$ cat src/rtl/debounce_pkg.sv
// Shared types and constants for the key debouncer.
// The optional press counter is enabled by defining DEBOUNCE_PRESS_CNT_EN.
package debounce_pkg;

  // Number of flops between the raw key and the debounce filter.
  localparam int SYNC_STAGES = 2;

  // Filter state: two stable levels and one "waiting to confirm" state for each.
  typedef enum logic [1:0] {
    IDLE_LOW  = 2'd0,
    WAIT_HIGH = 2'd1,
    IDLE_HIGH = 2'd2,
    WAIT_LOW  = 2'd3
  } state_e;

endpackage

$ cat src/rtl/key_debounce_dff_sync2.sv
// Multi-flop synchroniser (depth SYNC_STAGES) that brings the raw key input into the clk domain.
// All flops clear to 0 on the asynchronous reset r.
module sync2
  import debounce_pkg::*;
(
  input  logic clk,
  input  logic r,
  input  logic d,
  output logic q
);

  logic [SYNC_STAGES-1:0] ff_q;

  // Shift the input through the flop chain; the last stage is the safe output.
  always_ff @(posedge clk or posedge r) begin
    if (r) begin
      ff_q <= '0;
    end else begin
      ff_q <= {ff_q[SYNC_STAGES-2:0], d};
    end
  end

  assign q = ff_q[SYNC_STAGES-1];

endmodule

$ cat src/rtl/key_debounce_dff.sv
// Push-button / switch debouncer: synchronise, filter with a stable-time
// counter, and emit a clean level (q/qn) plus one-cycle edge pulses.
// Optional feature macro: DEBOUNCE_PRESS_CNT_EN adds an 8-bit press_cnt
// output that counts key_rise pulses since reset (wraps 255 -> 0).
module key_debounce_dff
  import debounce_pkg::*;
#(
  parameter int STABLE_CYCLES = 1000,
  parameter int CNT_W         = 10
) (
  input  logic       clk,
  input  logic       r,
  input  logic       key_in,
  output logic       q,
  output logic       qn,
  output logic       key_rise,
`ifdef DEBOUNCE_PRESS_CNT_EN
  output logic       key_fall,
  output logic [7:0] press_cnt
`else
  output logic       key_fall
`endif
);

  // Terminal count: the synchronised input has disagreed with q long enough.
  localparam logic [CNT_W-1:0] CNT_LAST = CNT_W'(STABLE_CYCLES - 1);
  localparam logic [CNT_W-1:0] CNT_ONE  = CNT_W'(1);

  logic             key_s2;
  state_e           state_q, state_d;
  logic [CNT_W-1:0] cnt_q, cnt_d;
  logic             q_q, q_d;
  logic             rise_q, rise_d;
  logic             fall_q, fall_d;

  sync2 u_sync (
    .clk (clk),
    .r   (r),
    .d   (key_in),
    .q   (key_s2)
  );

  // State, counter and registered outputs.
  always_ff @(posedge clk or posedge r) begin
    if (r) begin
      state_q <= IDLE_LOW;
      cnt_q   <= '0;
      q_q     <= 1'b0;
      rise_q  <= 1'b0;
      fall_q  <= 1'b0;
    end else begin
      state_q <= state_d;
      cnt_q   <= cnt_d;
      q_q     <= q_d;
      rise_q  <= rise_d;
      fall_q  <= fall_d;
    end
  end

  // Next-state logic: a change is accepted only after CNT_LAST+1 consecutive
  // samples disagree with the current level; any agreeing sample restarts it.
  always_comb begin
    state_d = state_q;
    cnt_d   = cnt_q;
    q_d     = q_q;
    rise_d  = 1'b0;
    fall_d  = 1'b0;
    case (state_q)
      IDLE_LOW: begin
        if (key_s2) begin
          state_d = WAIT_HIGH;
          cnt_d   = CNT_ONE;
        end else begin
          cnt_d   = '0;
        end
      end
      WAIT_HIGH: begin
        if (!key_s2) begin
          state_d = IDLE_LOW;
          cnt_d   = '0;
        end else if (cnt_q == CNT_LAST) begin
          state_d = IDLE_HIGH;
          cnt_d   = '0;
          q_d     = 1'b1;
          rise_d  = 1'b1;
        end else begin
          cnt_d   = cnt_q + CNT_ONE;
        end
      end
      IDLE_HIGH: begin
        if (!key_s2) begin
          state_d = WAIT_LOW;
          cnt_d   = CNT_ONE;
        end else begin
          cnt_d   = '0;
        end
      end
      WAIT_LOW: begin
        if (key_s2) begin
          state_d = IDLE_HIGH;
          cnt_d   = '0;
        end else if (cnt_q == CNT_LAST) begin
          state_d = IDLE_LOW;
          cnt_d   = '0;
          q_d     = 1'b0;
          fall_d  = 1'b1;
        end else begin
          cnt_d   = cnt_q + CNT_ONE;
        end
      end
      default: begin
        state_d = IDLE_LOW;
        cnt_d   = '0;
      end
    endcase
  end

  assign q        = q_q;
  assign qn       = ~q_q;
  assign key_rise = rise_q;
  assign key_fall = fall_q;

`ifdef DEBOUNCE_PRESS_CNT_EN
  logic [7:0] press_q;
  logic [7:0] press_d;

  // Count accepted presses; bumps on the same edge that registers key_rise.
  always_comb begin
    press_d = press_q + {7'd0, rise_d};
  end

  // Press counter register.
  always_ff @(posedge clk or posedge r) begin
    if (r) begin
      press_q <= '0;
    end else begin
      press_q <= press_d;
    end
  end

  assign press_cnt = press_q;
`endif

endmodule
$ cat config.mk
export PLATFORM = sky130hd
export DESIGN_NAME = key_debounce_dff
export DESIGN_NICKNAME = d
export VERILOG_FILES = /design/src/rtl/debounce_pkg.sv /design/src/rtl/key_debounce_dff_sync2.sv /design/src/rtl/key_debounce_dff.sv
export SDC_FILE = /design/constraint.sdc
export NUM_CORES = 1
export LEC_CHECK = 0
export CAP_MARGIN = 10
export CORE_MARGIN = 1
export CORE_UTILIZATION = 54
export CTS_CLUSTER_DIAMETER = 50
export DETAILED_ROUTE_END_ITERATION = 16
export PLACE_DENSITY = 0.75
export SLEW_MARGIN = 20
export SYNTH_ARGS = -nofsm -noshare
export SYNTH_HDL_FRONTEND = slang
export SYNTH_HIERARCHICAL = 1
export SYNTH_SLANG_ARGS = --single-unit
$ cat constraint.sdc
create_clock -name clk -period 2.3 [get_ports clk]
set_clock_uncertainty 0.05 [all_clocks]
set_input_delay 0.46 -clock clk [delete_from_list [all_inputs] [get_ports clk]]
set_output_delay 0.46 -clock clk [all_outputs]
set_load 0.005 [all_outputs]
==> Yosys cells after proc, flatten, opt, wreduce, memory -nomap -nowiden <==
Index checks and enable logic that the tools add are counted.
{ "word_totals": {"ff_bits": 17, "output_inout_bits": 4, "input_bits": 3, "wordCells": 47} }
{ "classes": {"add_sub_neg": 1, "bitwise": 1, "n_mux": 23, "reduce_logical": 4, "n_eq_ne": 12} }
{ "ops": {"columns": ["cell", "count"], "rows": [
  ["$pmux W10 S4", 1],
  ["$mux W10", 3],
  ["$mux W2", 6],
  ["$mux W1", 11],
  ["$add A10 B1 Y10 const B", 1],
  ["$eq A10 B10 Y1 const B", 1],
  ["$ne A2 B2 Y1 const B", 4],
  ["$pmux W2 S4", 1],
  ["$reduce_and A5 Y1", 1],
  ["$eq A2 B2 Y1 const B", 2],
  ["$ne A2 B1 Y1 const B", 2],
  ["$reduce_and A4 Y1", 1],
  ["$ne A3 B2 Y1 const B", 1],
  ["$ne A3 B3 Y1 const B", 1],
  ["$eq A2 B1 Y1 const B", 1],
  ["$logic_not A2 Y1", 1],
  ["$pmux W1 S2", 1],
  ["$reduce_bool A2 Y1", 1],
  ["$not A1 Y1", 1]
]} }

==> Logic depth before layout (Yosys ltp) <==
{ "logic_depth": {"ltp_word": 4, "ltp_mapped": 4, "ltp_nobuf": 4} }

==> Hierarchy <==
The synthesis kept the hierarchy.
{ "modules_own_cells": {"columns": ["mod", "area_each_um2", "seq_area_each_um2", "cells_per_inst", "instances"], "rows": [
  ["key_debounce_dff", 752.0, 375.4, 66, 1],
  ["sync2", 53.8, 50.0, 3, 1]
]} }

==> Least setup slack after synthesis <==
Ideal clock, no wire load.
{ "synth_path": {"kind": "flip-flop to flip-flop", "start": "register cnt_q[0]", "end": "register (tool-made name)", "n_path_buf": 0, "required_ns": 2.125, "arrival_ns": 1.528, "setup_time_ns": 0.125, "period_less_slack_ns": 1.702, "path_slack_ns": 0.598, "stages_incl_launch_ff": 5, "cell_sequence": "dfrtp_1 ha_1 nand4_1 nor4b_2 mux2_2"} }
{ "synth_rtl": {"columns": ["item", "line", "source"], "rows": [
  ["start: declaration", "key_debounce_dff.sv:31", "logic [CNT_W-1:0] cnt_q, cnt_d;"],
  ["start signal: assignment", "key_debounce_dff.sv:53", "cnt_q <= cnt_d;"]
]} }

==> flow_summary.ini <==
[place]
io_buffers = 6
dpl.cell_count = 88
dp_hpwl_um = 948
gp_congestion = 0.846
postPlaceCellArea_um2 = 876
place_ws_ns = 0.433

[sta]
maxSlewViolCount = 0
max_slew_margin = 0.622
tns_ns = 0
fin_crit_ns = 1.86
min_period_over_period = 0.808
grt_setup_unrepaired = false
holdWs_ns = 0.292
max_freq_mhz = 538
finalSetupViolCount = 0
worst_slew_pin_slew_ns = 0.566
final.setup.worst_slack_ns = 0.442
finalHoldViolCount = 0

[final_layout]
drive_above_1_share = 0.169
utilization = 0.668
instances_no_fill = 92
antenna_cells = 0
fin_nets = 82
syn_to_final_growth_pct = 12.0
final_cell_area_um2 = 902

[worst_setup_path]
critPathLaunchType = register
cp_max_fo = 7
crit_type = register to register
path_cells = ha_1, nand4_1, nor4b_2, mux2_2
cp_slowest_stage_delay_ns = 0.41
critPathArrivalTime_ns = 1.98
critPathLaunch = cnt_q[0]
endpoint_kind = register
r2r-start = cnt_q[0]
required_ns = 2.43
crit_path_top_delay_cell = dfrtp_1

[yosys]
syn_inst = 69
avgSynthCellArea_um2 = 11.7
syn_area_um2 = 806
ys_ff_latch = 17
synth-seq-area-share = 0.528
yosys_warnings = 6
synthDistinctLibCells = 30
syn_nets = 73

[pwr]
power_density_nw_per_um2 = 535
ir_worst_vdd_mv = 0.433
p_leak_nw = 0.357
p_total_mw = 0.483

[grt]
antenna_found_initial = 0
grt_overflow = 0
grt_first_pass_wirelength_mm = 2.07
track_usage = 0.201
grt_max_degree = 16
grt_pass1_vias = 484

[clocking]
clockRootBuffer = clkbuf_4
cts_tree = yes
numCtsBuffers = 3
clockBufferDepth = 2
postCtsHoldBufs = 0
clock_latency_ns = 0.29
cts.clk_slew.worst_paths_ns = 0.09
clkSinkCount = 17
postCtsSetupBuffers = 0
cts-resized-gates = 0
h-tree-depth = 1

[route]
vias = 562
drt-initial-drc-count = 6
wl_per_cell_um = 14.0
ant_nets = 0
wirelength_mm = 1.29
drcViolationCount = 0
dr.pass1.iters = 4
via_per_inst = 6.11

[die]
die_h_um = 40.6
io_pins = 7
core_area_um2 = 1350
dieArea_um2 = 1650
num_rows = 13
initial_core_util = 0.597
die_x_um = 40.6

[hold_path]
worstHoldPathType = input pin to async pin

[job]
drv_cap = 0

[run_status]
status = completed
[state kept, by name, summed over array words and instances, names as in the netlist, named ones only]
| name | count |
|---|---|
| key_fall | 1 |
| u_sync/ff_q | 2 |
| state_q | 1 |
| key_rise | 1 |
| q | 1 |
| cnt_q | 10 |
[cell usage after synthesis]
master | count | area [um2]
o31ai_1 | 1 | 7.51
nor2_1 | 2 | 7.51
o21ai_0 | 4 | 20.0
xor2_1 | 2 | 17.5
nor3b_2 | 2 | 25.0
nand3b_1 | 1 | 7.51
nand2_1 | 4 | 15.0
nand4_1 | 2 | 12.5
buf_2 | 1 | 5.00
clkbuf_1 | 1 | 3.75
nand2b_1 | 1 | 6.26
dfrtp_1 | 17 | 425
inv_1 | 3 | 11.3
nor3_1 | 2 | 10.0
or4_1 | 1 | 7.51
nand3_2 | 1 | 10.0
nand4b_2 | 1 | 15.0
ha_1 | 1 | 12.5
nor3_2 | 1 | 10.0
or3_1 | 4 | 25.0
o41a_2 | 1 | 12.5
a211oi_1 | 6 | 45.0
nor3b_1 | 1 | 7.51
or4b_4 | 1 | 13.8
mux2_2 | 1 | 11.3
nand3_1 | 2 | 10.0
a211oi_2 | 1 | 12.5
xnor2_1 | 2 | 17.5
nor4_1 | 1 | 6.26
nor4b_2 | 1 | 15.0
[worst max-delay path, delay by kind of cell, from the launching register on]
kind | cells | cell delay [ns]
fa+ha+maj | 1 | 0.24
simple gates | 2 | 0.67
mux | 1 | 0.38
flops | 1 | 0.41
[area by class of cell]
| class | count | area, um2 |
|---|---|---|
| inverter | 3 | 11.3 |
| clock buffer | 4 | 26.3 |
| tap | 15 | 18.8 |
| sequential | 17 | 425 |
| fill | 107 | 448 |
| multi-input combinational | 47 | 360 |
| timing repair buffer | 6 | 60.1 |
[power breakdown]
| group | internal, mW | switching (mW) | total [mW] |
|---|---|---|---|
| Sequential | 0.304 | 0.00579 | 0.309 |
| Combinational | 0.00835 | 0.0115 | 0.0198 |
| Clock | 0.0675 | 0.0863 | 0.154 |
[metal layers]
metal  GRT usage  vias to the layer above  wire (um)
met5           0                        -          0
li1            -                      277          -
met3      0.0489                        5         29
met2       0.306                        9        580
met4       0.150                        0         40
met1       0.245                      271        641
[cell families (layout without fill, tap and decap cells)]
kind of cell               after synthesis  after routing  synth area share
buffers and inverters                    5             13            0.0248
muxes                                    1              1            0.0140
and+or+nand+nor                         28             28             0.253
AOI/OAI and AO/OA                       13             13             0.121
xor gates and xnor gates                 4              4            0.0435
adders and majority gates                1              1            0.0155
DFF                                     17             17             0.528
[layout by cell type (no fill, tap or decap), types with 2 or more instances in the layout]
cell / Yosys / routed
nand3_1: 2 / 2
a211oi_1: 6 / 6
clkdlybuf4s50_1: 0 / 6
o21ai_0: 4 / 4
nand2_1: 4 / 4
xnor2_1: 2 / 2
nor2_1: 2 / 2
nor3b_2: 2 / 2
inv_1: 3 / 3
dfrtp_1: 17 / 17
clkbuf_4: 0 / 3
xor2_1: 2 / 2
nor3_1: 2 / 2
or3_1: 4 / 4
nand4_1: 2 / 2
[final timing paths]
path / to / slack, ns / cells past startpoint
worst max-delay path: register / 0.44 / 4
worst max register to register: register / 0.44 / 4
worst min-delay path: u_sync/ff_q[0] / 0.29 / 2
max in group asynchronous: q / 1.33 / 2
min in group clk: u_sync/ff_q[1] / 0.31 / 0
worst min register to register: u_sync/ff_q[1] / 0.31 / 0
(Power assumes the default switching activity.)
